===== src/rtl/sevenseg_scan_driver_if.sv =====
`default_nettype none
// ============================================================================
// Module      : sevenseg_scan_driver_if
// Description : Display bundle for the 4-digit 7-segment scan driver.
//               The master side supplies the value to show and the display
//               controls; the slave side (the driver) returns the digit
//               enables, segments, decimal point and frame marker.
//   value[15:0]     hex value, value[3:0] is digit 0 (rightmost)
//   dp[3:0]         decimal-point request per digit
//   blank_lz        leading-zero blanking enable
//   brightness[2:0] on-time control, 0 dimmest .. 7 brightest
//   anode[3:0]      active-low digit enables
//   seg[6:0]        active-low segments {g,f,e,d,c,b,a}
//   dp_out          active-low decimal point
//   frame_start     one-cycle pulse at the start of each 4-digit frame
// Revision    : 1.0 - initial release
// ============================================================================
interface sevenseg_scan_driver_if;
   logic [15:0] value;
   logic [3:0]  dp;
   logic        blank_lz;
   logic [2:0]  brightness;
   logic [3:0]  anode;
   logic [6:0]  seg;
   logic        dp_out;
   logic        frame_start;

   modport master (
      output value, dp, blank_lz, brightness,
      input  anode, seg, dp_out, frame_start
   );

   modport slave (
      input  value, dp, blank_lz, brightness,
      output anode, seg, dp_out, frame_start
   );
endinterface
`default_nettype wire


===== src/rtl/sevenseg_scan_driver.sv =====
`default_nettype none
// ============================================================================
// Module      : sevenseg_scan_driver
// Description : Time-multiplexed driver for a 4-digit common-anode 7-segment
//               display. Snapshots the value once per frame, decodes each
//               nibble to a hex glyph, scans the digits at SCAN_DIV cycles
//               per slot, with leading-zero blanking, decimal points and a
//               3-bit brightness (on-time) control.
//   qzt_clk   system clock, rising edge
//   reset     asynchronous active-low reset
//   bus       sevenseg_scan_driver_if.slave (value/dp/blank_lz/brightness
//             in, anode/seg/dp_out/frame_start out, all outputs registered)
// Revision    : 1.0 - initial release
// ============================================================================
module sevenseg_scan_driver #(
   parameter int SCAN_DIV = 50000
) (
   input  logic                    qzt_clk,
   input  logic                    reset,
   sevenseg_scan_driver_if.slave   bus
);

   localparam int               PRE_W     = (SCAN_DIV > 1) ? $clog2(SCAN_DIV) : 1;
   localparam logic [PRE_W-1:0] C_PRE_MAX = PRE_W'(SCAN_DIV - 1);
   localparam logic [23:0]      C_DIV_24  = 24'(SCAN_DIV);
   localparam logic [23:0]      C_ON_MAX  = 24'(SCAN_DIV - 1);

   // Active-high glyph for one hex digit, bit order {g,f,e,d,c,b,a}.
   function automatic logic [6:0] hex_pattern(input logic [3:0] nib);
      logic [6:0] pat;
      case (nib)
         4'h0:    pat = 7'h3F;
         4'h1:    pat = 7'h06;
         4'h2:    pat = 7'h5B;
         4'h3:    pat = 7'h4F;
         4'h4:    pat = 7'h66;
         4'h5:    pat = 7'h6D;
         4'h6:    pat = 7'h7D;
         4'h7:    pat = 7'h07;
         4'h8:    pat = 7'h7F;
         4'h9:    pat = 7'h6F;
         4'hA:    pat = 7'h77;
         4'hB:    pat = 7'h7C;
         4'hC:    pat = 7'h39;
         4'hD:    pat = 7'h5E;
         4'hE:    pat = 7'h79;
         default: pat = 7'h71;
      endcase
      return pat;
   endfunction

   logic [PRE_W-1:0] pre_q, pre_d;
   logic [1:0]       dig_q, dig_d;
   logic [15:0]      snap_value_q, snap_value_d;
   logic [3:0]       snap_dp_q, snap_dp_d;
   logic             snap_blz_q, snap_blz_d;
   logic [3:0]       anode_q, anode_d;
   logic [6:0]       seg_q, seg_d;
   logic             dp_out_q, dp_out_d;
   logic             frame_start_q, frame_start_d;

   logic             frame_edge;
   logic [23:0]      on_product;
   logic [23:0]      on_cycles;
   logic [23:0]      pre_ext;
   logic [3:0]       nibble;
   logic [3:0]       blank;
   logic             cur_blank;
   logic             cur_dp;
   logic             in_window;
   logic             digit_en;

   always_comb begin
      pre_d         = pre_q;
      dig_d         = dig_q;
      snap_value_d  = snap_value_q;
      snap_dp_d     = snap_dp_q;
      snap_blz_d    = snap_blz_q;

      // Scan counters: prescaler inside a slot, digit index across slots.
      if (pre_q == C_PRE_MAX) begin
         pre_d = '0;
         dig_d = dig_q + 2'd1;
      end else begin
         pre_d = pre_q + PRE_W'(1);
      end

      // The frame-start cycle is the all-off cycle ahead of digit 0, so the
      // snapshot can change here without a visible tear.
      frame_edge = (pre_q == '0) && (dig_q == 2'd0);
      if (frame_edge) begin
         snap_value_d = bus.value;
         snap_dp_d    = bus.dp;
         snap_blz_d   = bus.blank_lz;
      end

      // Brightness is applied live; 24 bits hold (7+1)*2^20 without overflow.
      on_product = ({21'd0, bus.brightness} + 24'd1) * C_DIV_24;
      on_cycles  = on_product >> 3;
      if (on_cycles > C_ON_MAX) begin
         on_cycles = C_ON_MAX;
      end

      // Leading-zero blanking ripples down from digit 3; digit 0 always shows.
      blank[3] = snap_blz_q && (snap_value_q[15:12] == 4'h0);
      blank[2] = blank[3]   && (snap_value_q[11:8]  == 4'h0);
      blank[1] = blank[2]   && (snap_value_q[7:4]   == 4'h0);
      blank[0] = 1'b0;

      nibble    = snap_value_q[{dig_q, 2'b00} +: 4];
      cur_blank = blank[dig_q];
      cur_dp    = snap_dp_q[dig_q];

      // pre==0 is excluded so every slot starts with all digits dark.
      pre_ext   = 24'(pre_q);
      in_window = (pre_ext >= 24'd1) && (pre_ext <= on_cycles);
      // A blank digit is still enabled when its decimal point must light.
      digit_en  = in_window && (!cur_blank || cur_dp);

      anode_d       = digit_en ? ~(4'b0001 << dig_q) : 4'hF;
      seg_d         = cur_blank ? 7'h7F : ~hex_pattern(nibble);
      dp_out_d      = ~(digit_en & cur_dp);
      frame_start_d = frame_edge;
   end

   always_ff @(posedge qzt_clk or negedge reset) begin
      if (!reset) begin
         pre_q         <= '0;
         dig_q         <= 2'd0;
         snap_value_q  <= 16'h0000;
         snap_dp_q     <= 4'h0;
         snap_blz_q    <= 1'b0;
         anode_q       <= 4'hF;
         seg_q         <= 7'h7F;
         dp_out_q      <= 1'b1;
         frame_start_q <= 1'b0;
      end else begin
         pre_q         <= pre_d;
         dig_q         <= dig_d;
         snap_value_q  <= snap_value_d;
         snap_dp_q     <= snap_dp_d;
         snap_blz_q    <= snap_blz_d;
         anode_q       <= anode_d;
         seg_q         <= seg_d;
         dp_out_q      <= dp_out_d;
         frame_start_q <= frame_start_d;
      end
   end

   assign bus.anode       = anode_q;
   assign bus.seg         = seg_q;
   assign bus.dp_out      = dp_out_q;
   assign bus.frame_start = frame_start_q;

endmodule
`default_nettype wire


===== src/flat_wrapper.sv =====
// flat-port wrapper written by rule: the top's interface ports become plain ports
module sevenseg_scan_driver_flat 
#(
   parameter int SCAN_DIV = 50000
)
  (qzt_clk, reset, bus_value, bus_dp, bus_blank_lz, bus_brightness, bus_anode, bus_seg, bus_dp_out, bus_frame_start);
  sevenseg_scan_driver_if bus_i ();
  input  logic qzt_clk;
  input  logic reset;
  input wire logic [$bits(bus_i.value)-1:0] bus_value;
  input wire logic [$bits(bus_i.dp)-1:0] bus_dp;
  input wire logic [$bits(bus_i.blank_lz)-1:0] bus_blank_lz;
  input wire logic [$bits(bus_i.brightness)-1:0] bus_brightness;
  output wire logic [$bits(bus_i.anode)-1:0] bus_anode;
  output wire logic [$bits(bus_i.seg)-1:0] bus_seg;
  output wire logic [$bits(bus_i.dp_out)-1:0] bus_dp_out;
  output wire logic [$bits(bus_i.frame_start)-1:0] bus_frame_start;
  assign bus_i.value = bus_value;
  assign bus_i.dp = bus_dp;
  assign bus_i.blank_lz = bus_blank_lz;
  assign bus_i.brightness = bus_brightness;
  assign bus_anode = bus_i.anode;
  assign bus_seg = bus_i.seg;
  assign bus_dp_out = bus_i.dp_out;
  assign bus_frame_start = bus_i.frame_start;
  sevenseg_scan_driver #(.SCAN_DIV(SCAN_DIV)) u_core (.qzt_clk(qzt_clk), .reset(reset), .bus(bus_i));
endmodule

===== config.mk =====
export PLATFORM = sky130hd
export DESIGN_NAME = sevenseg_scan_driver_flat
export DESIGN_NICKNAME = d
export VERILOG_FILES = /design/src/rtl/sevenseg_scan_driver_if.sv /design/src/rtl/sevenseg_scan_driver.sv /design/src/flat_wrapper.sv
export SDC_FILE = /design/constraint.sdc
export NUM_CORES = 1
export LEC_CHECK = 0
export CORE_ASPECT_RATIO = 0.5
export CORE_MARGIN = 4
export CORE_UTILIZATION = 30
export DETAILED_ROUTE_END_ITERATION = 8
export MAX_ROUTING_LAYER = met4
export PLACE_DENSITY_LB_ADDON = 0.05
export SYNTH_ARGS = -nofsm -noshare
export SYNTH_HDL_FRONTEND = slang
export SYNTH_SLANG_ARGS = --single-unit

===== constraint.sdc =====
create_clock -name qzt_clk -period 2.9 [get_ports qzt_clk]
set_input_delay 0.435 -clock qzt_clk [delete_from_list [all_inputs] [get_ports qzt_clk]]
set_output_delay 0.435 -clock qzt_clk [all_outputs]
set_load 0.03 [all_outputs]

==> results of run 1 <==
==> kinds of logic (layout without fill, tap and decap cells) <==
family	count (synthesis)	in the layout
xor+xnor	22	22
mux	29	29
simple gates	106	106
fa+ha+maj	45	45
buf+inv	23	97
compound gates	42	42
flops	52	52
==> sequential cells by signal (all words and copies together) (netlist names) <==
| register | flops |
|---|---|
| u_core.snap_dp_q | 4 |
| u_core.bus.frame_start | 1 |
| u_core.bus.dp_out | 1 |
| u_core.bus.anode | 4 |
| u_core.snap_value_q | 16 |
| u_core.snap_blz_q | 1 |
| u_core.pre_q | 16 |
| u_core.dig_q | 2 |
| u_core.bus.seg | 7 |
==> worst max-delay path by stage <==
stage | start | to | slack [ps] | depth (start not counted)
2_1_floorplan | bus_brightness[0] | u_core.bus.anode[0] | -680 | 19
3_3_place_gp | bus_brightness[0] | u_core.bus.anode[0] | -1400 | 19
3_5_place_dp | bus_brightness[0] | u_core.bus.anode[2] | -1530 | 20
4_1_cts | bus_brightness[0] | u_core.bus.anode[2] | -650 | 19
5_1_grt | bus_brightness[0] | u_core.bus.anode[1] | -750 | 21
6_report | bus_brightness[0] | u_core.bus.anode[1] | -570 | 20
==> metal layers <==
metal | wire [um] | part of all wire | vias to the layer above
li1 | - | - | 1270
met1 | 3590 | 0.46 | 1224
met2 | 3960 | 0.50 | 41
met3 | 178 | 0.023 | 13
met4 | 136 | 0.017 | 0
met5 | 0 | 0 | -
==> per-stage QoR <==
stage               power, mW  setup slack [ps]
CTS                      1.90              -654
global placement         1.20             -1400
floorplan                1.03              -682
finish                   1.93              -569
detailed placement       1.21             -1530
global route             2.05              -750
==> placed cells by master, fill, tap and decap left out, types with 6 or more instances in the layout <==
master,netlist,routed
nand2_1,29,28
nand3_1,17,11
xor2_1,8,7
buf_4,0,34
inv_1,16,13
nor2_1,26,26
a21oi_1,14,12
o21ai_0,13,10
dfstp_2,12,12
dfrtp_1,40,40
ha_1,45,39
mux2_4,20,20
nand3_2,0,6
clkdlybuf4s50_1,0,34
xnor2_1,14,13
==> critical path, stage by stage <==
cell        delay (ps)
buf_8               90
clkinvlp_4         100
ha_4               260
ha_4               160
xnor2_2            120
ha_2               170
o21bai_4           170
ha_4               260
a21o_1             170
a21oi_2            140
buf_4              120
xnor2_1            110
nor2_1              60
ha_1               310
nand4_1            110
or4_4              500
o21ai_2            140
o21ai_2             80
nand2_4            110
nand3_2             70
==> report_power, final <==
| group | internal, mW | leakage [nW] | switching (mW) |
|---|---|---|---|
| logic | 0.269 | 1.39 | 0.232 |
| clock network | 0.406 | 0.0808 | 0.252 |
| registers | 0.757 | 0.621 | 0.0132 |
| total | 1.43 | 2.10 | 0.497 |
==> timing repair <==
| action | CTS | global route |
|---|---|---|
| buffers inserted | 5 | 4 |
| setup endpoints to repair | 5 | 5 |
| pin swaps | 20 | 25 |
| endpoints found under the hold margin | 0 | 0 |
| resized for setup | 27 | 15 |
==> layout make-up <==
class,instances,area [um2],share of cell area
Sequential cell,52,1320,0.290
Clock inverter,2,35.0,0.00771
Inverter,17,67.6,0.0149
Clock buffer,6,129,0.0284
Tap cell,145,181,0.0399
Multi-Input combinational cell,244,2180,0.479
Timing Repair Buffer,72,638,0.140
==> reports/qor.yml, run 1 <==
status: "finished, violations left"
violations: "setup timing"
synth_cells: 319
tightest_slew_ps: 679
initial_utilization: 0.309
crit_type: "input pin to register"
fmax_mhz: 288
vdd_drop_max_mv: 0.224
diodes: 0
synth_most_common_cell: "ha_1"
synth_cell_types: 44
path_clk_slew_ps: 70
leakagePower_nw: 2.10
wl_per_cell_um: 14.6
final_nets: 463
dieArea_mm2: 0.0132
synth_top_family_by_area: "adder cells"
synth_area_mm2: 0.00341
vias: 2548
numClockSinks: 52
setup_tns_ps: -2830
ios: 39
cp.required_ps: 3120
ys_seq_elements: 52
syn_nets: 390
utilization: 0.411
grt_use_met1: 0.152
grt_pass1_wl_mm: 13.6
viasPerCell: 4.74
grt_max_degree: 22
synth_xor_area_frac: 0.0565
core_area_mm2: 0.0110
cp-end-kind: "register"
wirelength_mm: 7.86
fillers: 1071
drive_gt1_frac: 0.313
fin_ws_ps: -569
ys.warnings.count: 0
pwr_density_cell_mw_per_mm2: 424
postSynthAreaPerCell_um2: 10.7
ctsLongestPathBuffers: 2
h-tree-depth: 2
synthMuxAreaShare: 0.134
area_growth_pct: 33.2
layout.cells.non_filler: 538
yosys.area_share.adder: 0.165
whs_ps: 68.2
yosys-top-cells-count: "45 x ha_1, 40 x dfrtp_1, 29 x nand2_1"
overflow: 0
r2r-end: "u_core.snap_value_q[13]"
met2_usage: 0.222
holdBufCountCts: 0
cp.arrival_ps: 3690
gr-max-usage-layer: "met2"
reg2reg_from: "u_core.pre_q[0]"
rows: 27
max_cap_viol_count: 0
min_period_ps: 3470
ant_nets: 0
clockRootBuffer: "clkbuf_16"
reg2reg_depth: 7
ys_seq_area_frac: 0.386
synth_compound_area_frac: 0.0734
drv_slew: 0
post-route-drc-count: 0
startpoint_type: "input pin"
synth_area_leaders: "dfrtp_1 29%, ha_1 17%, dfstp_2 9.2%, mux2_4 8.8%, xnor2_1 3.6%"
antenna_found_initial: 0
final_hold_viol_count: 0
synthArstFlopShare: 1.00
dp_hpwl_mm: 6.11
yosys.area.top_type: "dfrtp_1"
synth.top_cell.area_share: 0.293
dp_cells: 521
finalSetupViolCount: 5
routabilityCongestion: 0.821
cts_made_buffers: 5
r2r_slack_ps: 620
crit_fanout: 5
finalCritPeriodShare: 1.20
track_usage: 0.126
port_buffers: 38
final_cell_area_mm2: 0.00454
die_h_um: 83.4
min_path_type: "input pin to async pin"
firstDrtPassIters: 4
met3_usage: 0.0228
clock_skew_ps: 7.15
synth_ff_type: "dfrtp_1"
synth-simple-area-share: 0.154
relSlewSlack: 0.543
synth_edf_count: 0
grt_pass1_vias: 2745
clock_latency_ps: 290
rsz0062_at_grt: "true"
cts_tree: "built"
dieWidth_um: 159
placed_area_mm2: 0.00416
drt_iter0_drc: 70
Note: power is estimated with default switching activity, not from simulation.
==> run 2, diff against run 1 <==
SETUP_SLACK_MARGIN = 0.02   (was not set)
SKIP_CTS_REPAIR_TIMING = 1   (was not set)
==> run 2 against run 1 <==
  * The run still ends with setup timing left
  * Die area stayed put
  * Wire length is 1.4% lower
  * Power is 2.9% lower
  * Non-clock buffer count is 8 lower
  * Largest cell class unchanged
  * Largest power group unchanged
  * Highest routed layer unchanged
==> reports/qor.yml, run 2 (synthesis gave the netlist of run 1 again) <==
status: "finished, violations left"
violations: "setup timing"
firstDrtPassIters: 4
final_nets: 455
cp.arrival_ps: 3690
clock_skew_ps: 6.48
vdd_drop_max_mv: 0.224
min_period_ps: 3470
dp_hpwl_mm: 6.11
grt_pass1_wl_mm: 13.4
ios: 39
cts_made_buffers: 5
core_area_mm2: 0.0110
r2r_slack_ps: 620
crit_fanout: 5
antenna_found_initial: 0
reg2reg_depth: 7
ant_nets: 0
grt_pass1_vias: 2706
die_h_um: 83.4
cp.required_ps: 3110
finalCritPeriodShare: 1.20
dieWidth_um: 159
post-route-drc-count: 0
grt_max_degree: 22
pwr_density_cell_mw_per_mm2: 425
fillers: 1090
area_growth_pct: 29.1
dieArea_mm2: 0.0132
crit_type: "input pin to register"
layout_common_cells: "40 x ha_1, 40 x dfrtp_1, 34 x clkdlybuf4s50_1"
viasPerCell: 4.74
fin_ws_ps: -574
wirelength_mm: 7.75
numClockSinks: 52
r2r-end: "u_core.snap_value_q[13]"
diodes: 0
leakagePower_nw: 2.03
drv_slew: 0
clock_latency_ps: 290
vias: 2514
rows: 27
max_cap_viol_count: 0
path_clk_slew_ps: 70
cts_tree: "built"
clockRootBuffer: "clkbuf_16"
reg2reg_from: "u_core.pre_q[0]"
utilization: 0.399
routabilityCongestion: 0.821
initial_utilization: 0.309
final_hold_viol_count: 0
wl_per_cell_um: 14.6
rsz0062_at_grt: "true"
drive_gt1_frac: 0.281
startpoint_type: "input pin"
fmax_mhz: 288
finalSetupViolCount: 5
port_buffers: 38
track_usage: 0.125
ctsLongestPathBuffers: 2
min_path_type: "input pin to async pin"
overflow: 0
cp-end-kind: "register"
relSlewSlack: 0.541
tightest_slew_ps: 683
h-tree-depth: 2
drt_iter0_drc: 78
post-place-ws_ps: -1530
==> run 2: cell count changes in the layout (fill, tap and decap cells not counted), moves of 2 or more <==
cell | previous run | this run
nand3_2 | 6 | 3
nand3_1 | 11 | 14
buf_4 | 34 | 27
ha_4 | 5 | 3
o21bai_1 | 0 | 2
==> run 2: critical path, stage by stage <==
cell and delay (ps):
buf_4 130, ha_2 180, xor2_2 180, inv_2 80, xnor2_2 130, ha_2 160
o21bai_1 150, ha_1 320, a21o_1 180, a21oi_2 150, xnor2_1 140, nor2_1 70
ha_1 310, nand4_1 110, or4_4 530, o21ai_2 120, o21ai_1 80, nand2_2 140
nand3_1 90
==> run 2: metrics by stage <==
step | instance area, um2 | hold slack [ps] | TNS [ps] | cells | total power [mW]
finish | 4400 | 69.2 | -2820 | 530 | 1.87
global route | 4400 | 97.8 | -3780 | 530 | 2.00
CTS | 4320 | 66.9 | -6110 | 529 | 1.88
detailed placement | 4160 | 381 | -7610 | 521 | 1.21
global placement | 4160 | 376 | -6960 | 521 | 1.20
floorplan | 3450 | 139 | -3370 | 319 | 1.03
==> run 2: how the worst max path moves through the flow <==
stage	startpoint	depth (start not counted)	slack, ps	endpoint
6_report	bus_brightness[1]	19	-570	u_core.bus.anode[3]
5_1_grt	bus_brightness[1]	20	-760	u_core.bus.anode[3]
4_1_cts	bus_brightness[0]	20	-1230	u_core.bus.anode[2]
3_5_place_dp	bus_brightness[0]	20	-1530	u_core.bus.anode[2]
3_3_place_gp	bus_brightness[0]	19	-1400	u_core.bus.anode[0]
2_1_floorplan	bus_brightness[0]	19	-680	u_core.bus.anode[0]
==> run 2: power breakdown <==
part           total [mW]  switching (mW)  leakage, nW  internal, mW
Clock               0.657           0.251       0.0808         0.406
Sequential          0.770          0.0132        0.621         0.757
Combinational       0.444           0.213         1.33         0.232
Total                1.87           0.477         2.03          1.39
==> run 2: per-layer routing <==
layer  wire, um  track usage  up-vias
met3        157       0.0228        7
met1       3570        0.150     1221
met5          0            -        -
met4         80       0.0291        0
met2       3940        0.221       33
li1           -            -     1253
==> run 2: layout make-up <==
class                   instances  area [um2]  share of cell area
clock buffers                   6         129              0.0293
clock inverters                 2        35.0             0.00796
inverters                      17        67.6              0.0153
multi-input cells             244        2100               0.477
flip-flops and latches         52        1320               0.299
well taps                     145         181              0.0412
repair buffers                 64         576               0.131
==> run 3, diff against run 2 <==
CTS_CLUSTER_SIZE = 12   (was not set)
SLEW_MARGIN = 5   (was not set)
==> results of run 3 <==
No change in the layout: final DEF, timing and power equal those of run 2.
